$ cat config.mk
export PLATFORM = sky130hd
export DESIGN_NAME = pc_sequencer
export DESIGN_NICKNAME = d
export VERILOG_FILES = /design/src/rtl/pc_sequencer.sv
export SDC_FILE = /design/constraint.sdc
export NUM_CORES = 1
export LEC_CHECK = 0
export ABC_AREA = 1
export BUFFER_PORTS_ARGS = -buffer_cell sky130_fd_sc_hd__buf_2
export CAP_MARGIN = 10
export CELL_PAD_IN_SITES_DETAIL_PLACEMENT = 1
export CELL_PAD_IN_SITES_GLOBAL_PLACEMENT = 1
export CORE_MARGIN = 2
export CORE_UTILIZATION = 32
export CTS_CLUSTER_DIAMETER = 80
export CTS_CLUSTER_SIZE = 8
export DETAILED_ROUTE_END_ITERATION = 12
export PLACE_DENSITY = 0.85
export RECOVER_POWER = 25
export SETUP_SLACK_MARGIN = 0.1
export SLEW_MARGIN = 10
export SYNTH_ARGS = -nofsm -noshare
export SYNTH_HDL_FRONTEND = slang
export SYNTH_SLANG_ARGS = --single-unit
export TNS_END_PERCENT = 5
$ cat constraint.sdc
create_clock -name clk -period 2.5 [get_ports clk]
set_clock_uncertainty 0.05 [all_clocks]
set_input_delay 0.125 -clock clk [delete_from_list [all_inputs] [get_ports clk]]
set_output_delay 0.125 -clock clk [all_outputs]
set_load 0.01 [all_outputs]
$ cat src/rtl/pc_sequencer.sv
// Registered fetch-address sequencer: step, branch, jump, call/return with fixed priority.
// Optional return-address stack enabled by defining PC_RAS_EN.
module pc_sequencer #(
    parameter int unsigned           WIDTH     = 32,
    parameter int unsigned           STEP      = 4,
    parameter logic [WIDTH-1:0]      RESET_VEC = '0,
    parameter int unsigned           RAS_DEPTH = 4
) (
    input  logic             clk,
    input  logic             rst,
    input  logic             stall,
    input  logic             br_en,
    input  logic [WIDTH-1:0] br_off,
    input  logic             jmp_en,
    input  logic [WIDTH-1:0] jmp_addr,
    input  logic             call_en,
    input  logic             ret_en,
    output logic [WIDTH-1:0] pc,
    output logic [WIDTH-1:0] pc_seq,
    output logic             ras_full,
    output logic             ras_empty,
    output logic             ras_err
);

    logic [WIDTH-1:0] pc_q, pc_d;

    assign pc     = pc_q;
    assign pc_seq = pc_q + WIDTH'(STEP);

    always_ff @(posedge clk) begin
        if (rst) begin
            pc_q <= RESET_VEC;
        end else begin
            pc_q <= pc_d;
        end
    end

`ifdef PC_RAS_EN
    localparam int unsigned PtrW = (RAS_DEPTH > 1) ? $clog2(RAS_DEPTH) : 1;
    localparam int unsigned CntW = PtrW + 1;

    logic [WIDTH-1:0] ras_mem_q [RAS_DEPTH];
    logic [PtrW-1:0]  top_q, top_d;
    logic [CntW-1:0]  cnt_q, cnt_d;
    logic             err_q, err_d;
    logic             push;

    assign ras_full  = (cnt_q == CntW'(RAS_DEPTH));
    assign ras_empty = (cnt_q == '0);
    assign ras_err   = err_q;

    always_comb begin
        pc_d  = pc_seq;
        top_d = top_q;
        cnt_d = cnt_q;
        err_d = 1'b0;
        push  = 1'b0;
        if (stall) begin
            pc_d = pc_q;
        end else if (ret_en) begin
            if (!ras_empty) begin
                pc_d  = ras_mem_q[top_q];
                top_d = top_q - PtrW'(1);
                cnt_d = cnt_q - CntW'(1);
            end else begin
                err_d = 1'b1;
            end
        end else if (call_en) begin
            pc_d  = jmp_addr;
            push  = 1'b1;
            // Circular buffer: on overflow the new top lands on the oldest entry.
            top_d = top_q + PtrW'(1);
            if (ras_full) begin
                err_d = 1'b1;
            end else begin
                cnt_d = cnt_q + CntW'(1);
            end
        end else if (jmp_en) begin
            pc_d = jmp_addr;
        end else if (br_en) begin
            pc_d = pc_seq + br_off;
        end
    end

    always_ff @(posedge clk) begin
        if (rst) begin
            top_q <= '0;
            cnt_q <= '0;
            err_q <= 1'b0;
        end else begin
            top_q <= top_d;
            cnt_q <= cnt_d;
            err_q <= err_d;
        end
    end

    always_ff @(posedge clk) begin
        if (!rst && push) begin
            ras_mem_q[top_d] <= pc_seq;
        end
    end
`else
    logic unused_ras;
    assign unused_ras = ret_en ^ (RAS_DEPTH > 1);

    assign ras_full  = 1'b0;
    assign ras_empty = 1'b1;
    assign ras_err   = 1'b0;

    always_comb begin
        pc_d = pc_seq;
        if (stall) begin
            pc_d = pc_q;
        end else if (call_en || jmp_en) begin
            pc_d = jmp_addr;
        end else if (br_en) begin
            pc_d = pc_seq + br_off;
        end
    end
`endif

endmodule

==> flow_metrics.env <==
export IMPL_synth_distinct_cells=39
export IMPL_dr_pass1_iters=9
export IMPL_wirelength_um=38690
export IMPL_grt_setup_unrepaired="true"
export IMPL_drive_gt1_share_pct=51.20
export IMPL_initial_core_util_pct=32.51
export IMPL_status="complete, but fails checks"
export IMPL_crit_fanout=4
export IMPL_async_flop_share_pct=0
export IMPL_htree_num_levels=2
export IMPL_syn_avg_cell_area_um2=5.463
export IMPL_max_slew_worst_pin_slew_ns=0.8666
export IMPL_root_buffer="clkbuf_16"
export IMPL_syn_area_mm2=0.004906
export IMPL_synth_seq_area_share_pct=13.06
export IMPL_clock_latency_ns=0.32
export IMPL_drt_drc_violations_left=0
export IMPL_timing_fmax_mhz=286.0
export IMPL_path_clk_slew_ns=0.07
export IMPL_postPlaceCellArea_mm2=0.007141
export IMPL_required_ns=2.69
export IMPL_die_area_mm2=0.01634
export IMPL_num_vias=8770
export IMPL_place_gp_congestion=0.9387
export IMPL_drt_iter0_markers=916
export IMPL_p_leak_nw=4.515
export IMPL_grt_pass1_wl_um=49270
export IMPL_period_needed_ns=3.497
export IMPL_numCtsBuffers=5
export IMPL_cts_tree="built"
export IMPL_wl_per_cell_um=27.60
export IMPL_drv_slew=0
export IMPL_die_height_um=127.8
export IMPL_cp_common_cell="nand2_2"
export IMPL_ys_flop_type="dfxtp_1"
export IMPL_nets=1323
export IMPL_ys_seq_elements=32
export IMPL_p_per_area_mw_per_mm2=382.8
export IMPL_grt_pass1_vias=8881
export IMPL_start_kind="flip-flop"
export IMPL_setup_viol=30
export IMPL_antenna_found_initial=1
export IMPL_cp_end_kind="flip-flop"
export IMPL_max_cap_violations=0
export IMPL_grt_max_degree=33
export IMPL_cp_slowest_cell="dfxtp_4"
export IMPL_hpwl_um=21440
export IMPL_syn_to_final_growth_pct=79.34
export IMPL_cpPeakStageDelay_ns=0.39
export IMPL_finalWorstSetupSlack_ns=-0.9966
export IMPL_clockBufferDepth=2
export IMPL_routed_via_density=6.255
export IMPL_synth_edff_count=0
export IMPL_overflow=0
export IMPL_chipWidth_um=127.8
export IMPL_fin_crit_sh_pct=139.9
export IMPL_yosys_area_top_type_share_pct=22.49
export IMPL_max_slew_margin_rel_pct=41.61
export IMPL_hold_viol_final=0
export IMPL_portBuffers=133
export IMPL_worst_ep_arrival_time_ns=3.69
export IMPL_violations="negative setup slack"
export IMPL_dp_slack_ns=-0.7023
export IMPL_final_area_mm2=0.008798
export IMPL_core_mm2=0.01509
export IMPL_yosysWarningCount=0
export IMPL_final_cell_count_no_fill=1402
export IMPL_yosysTopAreaCell="nand2_1"
export IMPL_crit_chain="nand2_4 > nor2_4 > nand3_4 > nor2_4 > buf_6 > nand2_8 > xor2_4 > inv_2 > ha_4 > nand2_4 > inv_1 > nand2_1 > nand2_1 > nand2_2 > nand2_2 > nand2_2 > nand2_2 > a21oi_2 > nand2_1 > nand3_2 > nand2_2 > a21oi_2"
export IMPL_synthTopCellsByArea="nand2_1 (22%), dfxtp_1 (13%), inv_1 (10%), ha_1 (9.9%), a21oi_1 (8.6%)"
export IMPL_vdd_drop_max_v=0.0002510
export IMPL_synth_cells=898
export IMPL_cts_sinks=32
export IMPL_min_path_type="in -> reg"
export IMPL_crit_type="reg -> reg"
export IMPL_ant_nets=0
export IMPL_grt_use_total_pct=39.53
export IMPL_num_rows=45
export IMPL_pin_count=138
export IMPL_fin_setup_tns_ns=-20.57
export IMPL_placed_cells=1360
export IMPL_largest_reg_flops=32
==> cells by family after synthesis <==
family | share of synthesized area (%)
simple gates | 42.67
flops | 13.06
buf+inv | 12.90
fa+ha+maj | 10.35
xor+xnor | 3.902
other cells | 0.1531
compound gates | 16.96
==> per-layer routing <==
| layer | global-route usage [%] | vias to the layer above | wire length [µm] |
|---|---|---|---|
| li1 | - | 3489 | - |
| met5 | 0 | - | 0 |
| met1 | 40.14 | 4103 | 12920 |
| met3 | 8.222 | 359 | 3787 |
| met4 | 35.16 | 0 | 4528 |
| met2 | 68.51 | 819 | 17450 |
==> final timing paths <==
path                                  start     end  slack (ns)  cells past startpoint
worst max-delay path                  pc[4]  pc[31]        -1.0                     22
worst min-delay path            jmp_addr[0]   pc[0]        0.07                      3
worst max register to register        pc[4]  pc[31]        -1.0                     22
worst min register to register        pc[0]   pc[0]        0.56                      2
==> synth_stat cells (12+ instances only) <==
library cell / instances
a21oi_1: 84
clkbuf_1: 14
dfxtp_1: 32
ha_1: 39
inv_1: 131
nand2_1: 294
nand3_1: 64
nor2_1: 69
nor3_1: 12
o21ai_0: 42
xor2_1: 14
==> critical path, delay by kind of cell (launching register included) <==
kind,cells,cell delay [ns]
compound gates,2,0.28
xor+xnor,1,0.25
fa+ha+maj,1,0.26
buf+inv,3,0.36
flops,1,0.39
simple gates,15,1.82
==> per-stage QoR <==
step	hold WS, ns	util (%)	power, mW
floorplan	0.2637	-	1.347
global placement	0.3641	47.32	1.986
detailed placement	0.3732	47.32	2.058
CTS	0.07455	54.68	2.898
global route	0.08970	58.29	3.439
finish	0.07429	58.31	3.368
==> area by class of cell <==
type                       instances  area, µm²
antenna                            1      2.502
clock buffer                       7      132.6
clock inverter                     1      3.754
fill                            2006       6291
inverter                         140      539.3
multi-input combinational        704       5057
sequential                        32      680.7
tap                              188      235.2
timing repair buffer             329       2147
==> what timing repair did <==
| item | in CTS | in global routing |
|---|---|---|
| setup endpoints to repair | 27 | 33 |
| setup buffers | 29 | 6 |
| gates resized for setup | 173 | 124 |
| hold buffers | 0 | 0 |
| pin swaps | 59 | 64 |
| hold endpoints to repair | 0 | 0 |
==> cells in the final DEF (no fill, tap or decap), drive strengths merged, types with 2 or more instances in the layout <==
master  Yosys  layout
o21ai      49      49
conb        2       3
buf         9     322
clkbuf     14      14
xor2       15      15
a21oi      85      85
nor3       18      18
nand3b      3       3
ha         39      39
or2         8       8
nand4       6       6
and2        4       4
nor2       80      80
o211ai      2       2
a21o        4       4
o21bai      6       6
a31oi       7       7
nand2     299     299
xnor2       6       6
inv       136     135
clkinv      4       5
nand3      65      65
dfxtp      32      32
a22oi       2       2
==> report_power, final <==
group	switching, mW	internal, mW	leakage (nW)
clock	0.306	0.369	0.0655
sequential	0.0667	0.552	0.273
combinational	1.26	0.818	4.18
Power figures use the tool's default switching activity.
